## src/rtl/sdram_xfer_sched.sv

```systemverilog
// sdram_xfer_sched: decides when to fire sdram_top write/read blocks.
// Writes are gated by write-FIFO fill and ring occupancy, reads by read-FIFO
// free space and resident blocks; one block in flight at a time, completion
// is detected by counting the FIFO strobes of the active direction.
// Optional watchdog: define SCHED_WDOG_EN to add the timeout/ERR state.
module sdram_xfer_sched #(
  parameter int CNT_W      = 10,
  parameter int FIFO_DEPTH = 512,
  parameter int XFER_WORDS = 256,
  parameter int WR_THRESH  = 256,
  parameter int RD_SPACE   = 256,
  parameter int MAX_BLK    = 16,
  parameter int TMO_CYC    = 4096
) (
  input  logic                     sclk,
  input  logic                     s_rst_n,
  input  logic                     sched_en,
  input  logic [CNT_W-1:0]         wfifo_count,
  input  logic [CNT_W-1:0]         rfifo_count,
  input  logic                     wfifo_rd_en,
  input  logic                     rfifo_wr_en,
  input  logic                     clr_err,
  output logic                     wr_trig,
  output logic                     rd_trig,
  output logic                     busy,
  output logic [$clog2(MAX_BLK):0] pend_blk,
  output logic                     err
);
  localparam int PB_W = $clog2(MAX_BLK) + 1;
  localparam int XC_W = $clog2(XFER_WORDS) + 1;
  localparam int LW   = CNT_W + 2;

`ifdef SCHED_WDOG_EN
  typedef enum logic [2:0] {IDLE, WR_TRIG, WR_WAIT, RD_TRIG, RD_WAIT, ERR} state_t;
`else
  typedef enum logic [2:0] {IDLE, WR_TRIG, WR_WAIT, RD_TRIG, RD_WAIT} state_t;
`endif

  state_t          state, state_n;
  logic [XC_W-1:0] cnt;
  logic            last_wr;
  logic            wr_elig, rd_elig, in_wr, in_rd, stb, blk_done;

  // Free space test is written as an addition so a count above depth
  // cannot wrap into a false "plenty of room".
  assign wr_elig = ({2'b00, wfifo_count} >= LW'(WR_THRESH)) && (pend_blk < PB_W'(MAX_BLK));
  assign rd_elig = (({2'b00, rfifo_count} + LW'(RD_SPACE)) <= LW'(FIFO_DEPTH)) && (pend_blk != '0);

  assign in_wr    = (state == WR_TRIG) || (state == WR_WAIT);
  assign in_rd    = (state == RD_TRIG) || (state == RD_WAIT);
  assign stb      = (in_wr && wfifo_rd_en) || (in_rd && rfifo_wr_en);
  assign blk_done = stb && (cnt == XC_W'(XFER_WORDS - 1));

`ifdef SCHED_WDOG_EN
  localparam int TMR_W = $clog2(TMO_CYC) + 1;
  logic [TMR_W-1:0] tmr;
  logic             tmo;
  assign tmo = (tmr == TMR_W'(TMO_CYC - 1));

  // Watchdog: counts every cycle a block is outstanding, zero otherwise
  always_ff @(posedge sclk or negedge s_rst_n)
    if (!s_rst_n)           tmr <= '0;
    else if (in_wr || in_rd) tmr <= tmr + 1'b1;
    else                    tmr <= '0;

  // Sticky error follows residence in ERR
  always_ff @(posedge sclk or negedge s_rst_n)
    if (!s_rst_n) err <= 1'b0;
    else          err <= (state_n == ERR);
`else
  localparam int tmo_cyc_unused = TMO_CYC;
  logic clr_err_unused;
  assign clr_err_unused = clr_err;
  assign err = 1'b0;
`endif

  // Next state: arbitrate in IDLE, track completion otherwise
  always_comb begin
    state_n = state;
    case (state)
      IDLE: if (sched_en) begin
        if (wr_elig && (!rd_elig || !last_wr)) state_n = WR_TRIG;
        else if (rd_elig)                      state_n = RD_TRIG;
      end
      WR_TRIG, WR_WAIT: state_n = blk_done ? IDLE : WR_WAIT;
      RD_TRIG, RD_WAIT: state_n = blk_done ? IDLE : RD_WAIT;
`ifdef SCHED_WDOG_EN
      ERR: if (clr_err) state_n = IDLE;
`endif
      default: state_n = IDLE;
    endcase
`ifdef SCHED_WDOG_EN
    if ((in_wr || in_rd) && !blk_done && tmo) state_n = ERR;
`endif
  end

  // State register
  always_ff @(posedge sclk or negedge s_rst_n)
    if (!s_rst_n) state <= IDLE;
    else          state <= state_n;

  // Registered outputs decoded from the upcoming state
  always_ff @(posedge sclk or negedge s_rst_n)
    if (!s_rst_n) begin
      wr_trig <= 1'b0;
      rd_trig <= 1'b0;
      busy    <= 1'b0;
    end else begin
      wr_trig <= (state_n == WR_TRIG);
      rd_trig <= (state_n == RD_TRIG);
      busy    <= (state_n != IDLE);
    end

  // Strobe counter for the active direction
  always_ff @(posedge sclk or negedge s_rst_n)
    if (!s_rst_n)  cnt <= '0;
    else if (stb)  cnt <= blk_done ? '0 : cnt + 1'b1;
`ifdef SCHED_WDOG_EN
    else if ((state == ERR) && clr_err) cnt <= '0;
`endif

  // Ring occupancy and round-robin history, updated at block completion
  always_ff @(posedge sclk or negedge s_rst_n)
    if (!s_rst_n) begin
      pend_blk <= '0;
      last_wr  <= 1'b0;
    end else if (blk_done) begin
      if (in_wr) begin
        pend_blk <= pend_blk + 1'b1;
        last_wr  <= 1'b1;
      end else begin
        pend_blk <= pend_blk - 1'b1;
        last_wr  <= 1'b0;
      end
    end
endmodule
```

## config.mk

```make
export PLATFORM = sky130hd
export DESIGN_NAME = sdram_xfer_sched
export DESIGN_NICKNAME = d
export VERILOG_FILES = /design/src/rtl/sdram_xfer_sched.sv
export SDC_FILE = /design/constraint.sdc
export NUM_CORES = 1
export LEC_CHECK = 0
export CORE_UTILIZATION = 46
export DETAILED_ROUTE_END_ITERATION = 12
export PLACE_DENSITY = 0.84
export SETUP_SLACK_MARGIN = 0.02
export SLEW_MARGIN = 5
export SYNTH_ARGS = -nofsm -noshare
export SYNTH_HDL_FRONTEND = slang
export SYNTH_SLANG_ARGS = --single-unit
export TNS_END_PERCENT = 1
```

## constraint.sdc

```tcl
create_clock -name sclk -period 2.4 [get_ports sclk]
set_input_delay 0.36 -clock sclk [delete_from_list [all_inputs] [get_ports sclk]]
set_output_delay 0.36 -clock sclk [all_outputs]
set_load 0.05 [all_outputs]
```

==> results.tsv <==
stage	metric	value	unit
status	status	finished, final reports clean	
timing	period_share	89.5	%
synth	ys_seq_elements	21	
synth	synth_edf_count	0	
grt	grt_pass1_wl	3.92	mm
floorplanning	die-area	0.00273	mm²
timing	slew_viol_final	0	
floorplanning	coreArea	0.00230	mm²
detailed_routing	num_vias	923	
synth	syn_nets	145	
worst_setup_path	critPathSlowestCell	dfrtp_1	
timing	hold_slack	0.368	ns
finish	finalNetCount	176	
power_and_ir_drop	leakagePower	0.629	nW
floorplanning	die_h	52.2	µm
finish	drive_above_1_share	9.72	%
timing	skew	0.0108	ns
placement	dp_worst_setup_slack	0.0696	ns
finish	register_area	526	µm²
detailed_routing	wl_met3	50	µm
timing	finalSetupTns	0	ns
timing	fin_ws	0.252	ns
cts	holdBufCountCts	0	
synth	yosysTopAreaCellShare	45.3	%
synth	synthArstFlopShare	100	%
finish	fillers	200	
synth	netlist_area	0.00116	mm²
placement	finalWeightedCongestion	0.736	
synth	syn_inst	114	
cts	cts_resized	0	
cts	cts_setup_buffers	0	
synth	synth.distinct_cells	33	
worst_setup_path	worstPathCellList	xor2_1 > nand2b_1 > inv_1 > fa_1 > nand2b_1 > a21oi_1 > xnor2_1 > nor2_1 > xnor2_1	
cts	cts_buffer_depth	2	
cts	clkTransAtPathRegs	0.12	ns
detailed_routing	routed.top_layer	met4	
worst_setup_path	crit_type	register to register	
detailed_routing	drtAntennaViolNets	0	
finish	multi_input_comb_area	593	µm²
placement	dp_hpwl	1.83	mm
worst_setup_path	critPathBufInv	1	
synth	yosys-top-cells-area	dfrtp_1 45%, xnor2_1 6.0%, ha_1 4.3%	
detailed_routing	finalWirelength	2.29	mm
worst_setup_path	cp.arrival	2.36	ns
grt	grt_pass1_vias	915	
cts	htreeDepth	1	
worst_setup_path	required	2.61	ns
floorplanning	initial_core_util	50.5	%
worst_setup_path	slowest_delay	0.46	ns
cts	cts_tree	yes	
cts	clock_latency	0.31	ns
finish	design_area	0.00148	mm²
detailed_routing	drtIter0Drc	14	
floorplanning	chipWidth	52.2	µm
timing	period_minus_slack	2.15	ns
synth	synthTopCellsByCount	21 x dfrtp_1, 10 x nor2_1, 8 x inv_1, 8 x nand3_1, 8 x xnor2_1	
power_and_ir_drop	power.density	793	mW/mm²
flow_run	max_cap_viol_count	0	
synth	avgSynthCellArea	10.2	µm²
min_path	hold_class	primary input to async pin	
synth	yosysMostFrequentCell	dfrtp_1	
synth	synth_top_cell_by_area	dfrtp_1	
timing	timing.fmax	466	MHz
floorplanning	num_io_pins	35	
cts	numClockSinks	21	
timing	hold_viol	0	
worst_setup_path	crit_family	flip-flops	
detailed_routing	met1_length	1.06	mm
placement	dpl.cell_count	168	
placement	io_buffer_count	24	
detailed_routing	dr.pass1.iters	5	
timing	setup_violations	0	
placement	placed_area	0.00145	mm²
floorplanning	num_rows	17	
finish	antenna_cells	0	
synth	ys_warn_count	0	
worst_setup_path	critPathCaptureType	register	
synth	synthFlopType	dfrtp_1	
detailed_routing	avgViaCountPerCell	5.37	
grt	grt.overflow.total	0	
grt	grt_usage	19.7	%
worst_setup_path	cp_max_fo	6	
detailed_routing	route.detailed.drc	0	
worst_setup_path	crit_path_start_kind	register	
power_and_ir_drop	max-vdd-ir-drop	0.550	mV
timing	tightest_slew	0.607	ns
finish	fin_cells	172	
timing	rsz0062_at_grt	no	
detailed_routing	met2_length	1.15	mm
cts	cts_buffers	3	
finish	syn_to_final_growth	27.5	%
cts	root_buffer	clkbuf_4	
timing	max-slew-margin-rel	59.4	%
detailed_routing	routedWlPerCell	13.3	µm
synth	ys_seq_area_share	45.3	%
grt	grt_max_degree	22	
grt	antenna_found_initial	0	
## kinds of logic (layout without fill, tap and decap cells)
| kind of cell | after synthesis | in the layout | share of synthesized area [%] |
|---|---|---|---|
| adder cells (fa/ha/maj) | 5 | 5 | 6.03 |
| other | 1 | 1 | 0.323 |
| buffers and inverters | 10 | 40 | 3.66 |
| AND/OR/NAND/NOR | 37 | 37 | 16.9 |
| flip-flops | 21 | 21 | 45.3 |
| AO/OA/AOI/OAI | 26 | 26 | 16.6 |
| XOR/XNOR | 11 | 11 | 8.30 |
| multiplexers | 3 | 3 | 2.91 |
## per-layer routing
metal | vias to the layer above | global-route usage [%]
met3 | 4 | 2.90
met1 | 441 | 24.0
met5 | - | 0
met4 | 0 | 7.89
met2 | 17 | 34.6
li1 | 461 | -
## stage by stage
stage                     util [%]  power (mW)
after floorplan                  -       0.862
after global placement        63.3       0.979
after detailed placement      63.3        1.01
after CTS                     64.4        1.18
after global routing          64.4        1.26
final                         64.4        1.17
## worst register-to-register path, stage by stage, from the launching register on
cell and delay, ns:
dfrtp_1 0.46, xor2_1 0.18, nand2b_1 0.23, inv_1 0.12, fa_1 0.43, nand2b_1 0.16
a21oi_1 0.15, xnor2_1 0.14, nor2_1 0.07, xnor2_1 0.13
## flip-flops by register name (all words and copies together) (netlist names)
name / cells
busy: 1
cnt: 9
pend_blk: 5
last_wr: 1
wr_trig: 1
rd_trig: 1
state: 3
## cell type report
cell class / count / share of cell area, %
Timing Repair Buffer: 28 / 18.3
Sequential cell: 21 / 35.5
Clock buffer: 4 / 1.78
Multi-Input combinational cell: 83 / 40.1
Inverter: 8 / 2.03
Tap cell: 28 / 2.37
## placed cells by master, fill, tap and decap left out, drive strengths merged, types with 3 or more instances in the layout
| cell | Yosys | routed |
|---|---|---|
| a21oi | 6 | 6 |
| buf | 2 | 4 |
| clkbuf | 0 | 4 |
| clkdlybuf4s50 | 0 | 24 |
| dfrtp | 21 | 21 |
| ha | 4 | 4 |
| inv | 8 | 8 |
| mux2 | 3 | 3 |
| nand2 | 7 | 7 |
| nand3 | 8 | 8 |
| nor2 | 10 | 10 |
| nor4 | 3 | 3 |
| o21a | 3 | 3 |
| o21ai | 7 | 7 |
| xnor2 | 8 | 8 |
| xor2 | 3 | 3 |
## path summary, 6_finish.rpt
path	slack [ns]	endpoint	cells past startpoint	startpoint
max in group asynchronous	1.80	state[2]$_DFF_PN0_	2	s_rst_n
min in group sclk	0.53	cnt[4]$_DFFE_PN0N_	1	cnt[4]$_DFFE_PN0N_
max	0.25	pend_blk[4]$_DFFE_PN0N_	9	state[1]$_DFF_PN0_
max reg2reg	0.25	pend_blk[4]$_DFFE_PN0N_	9	state[1]$_DFF_PN0_
min	0.37	pend_blk[3]$_DFFE_PN0N_	2	s_rst_n
min reg2reg	0.53	cnt[4]$_DFFE_PN0N_	1	cnt[4]$_DFFE_PN0N_
## report_power, final
part | switching [mW] | internal (mW) | total (mW)
Sequential | 0.0667 | 0.419 | 0.486
Clock | 0.109 | 0.0648 | 0.174
Combinational | 0.276 | 0.240 | 0.515
(Power assumes the default switching activity.)
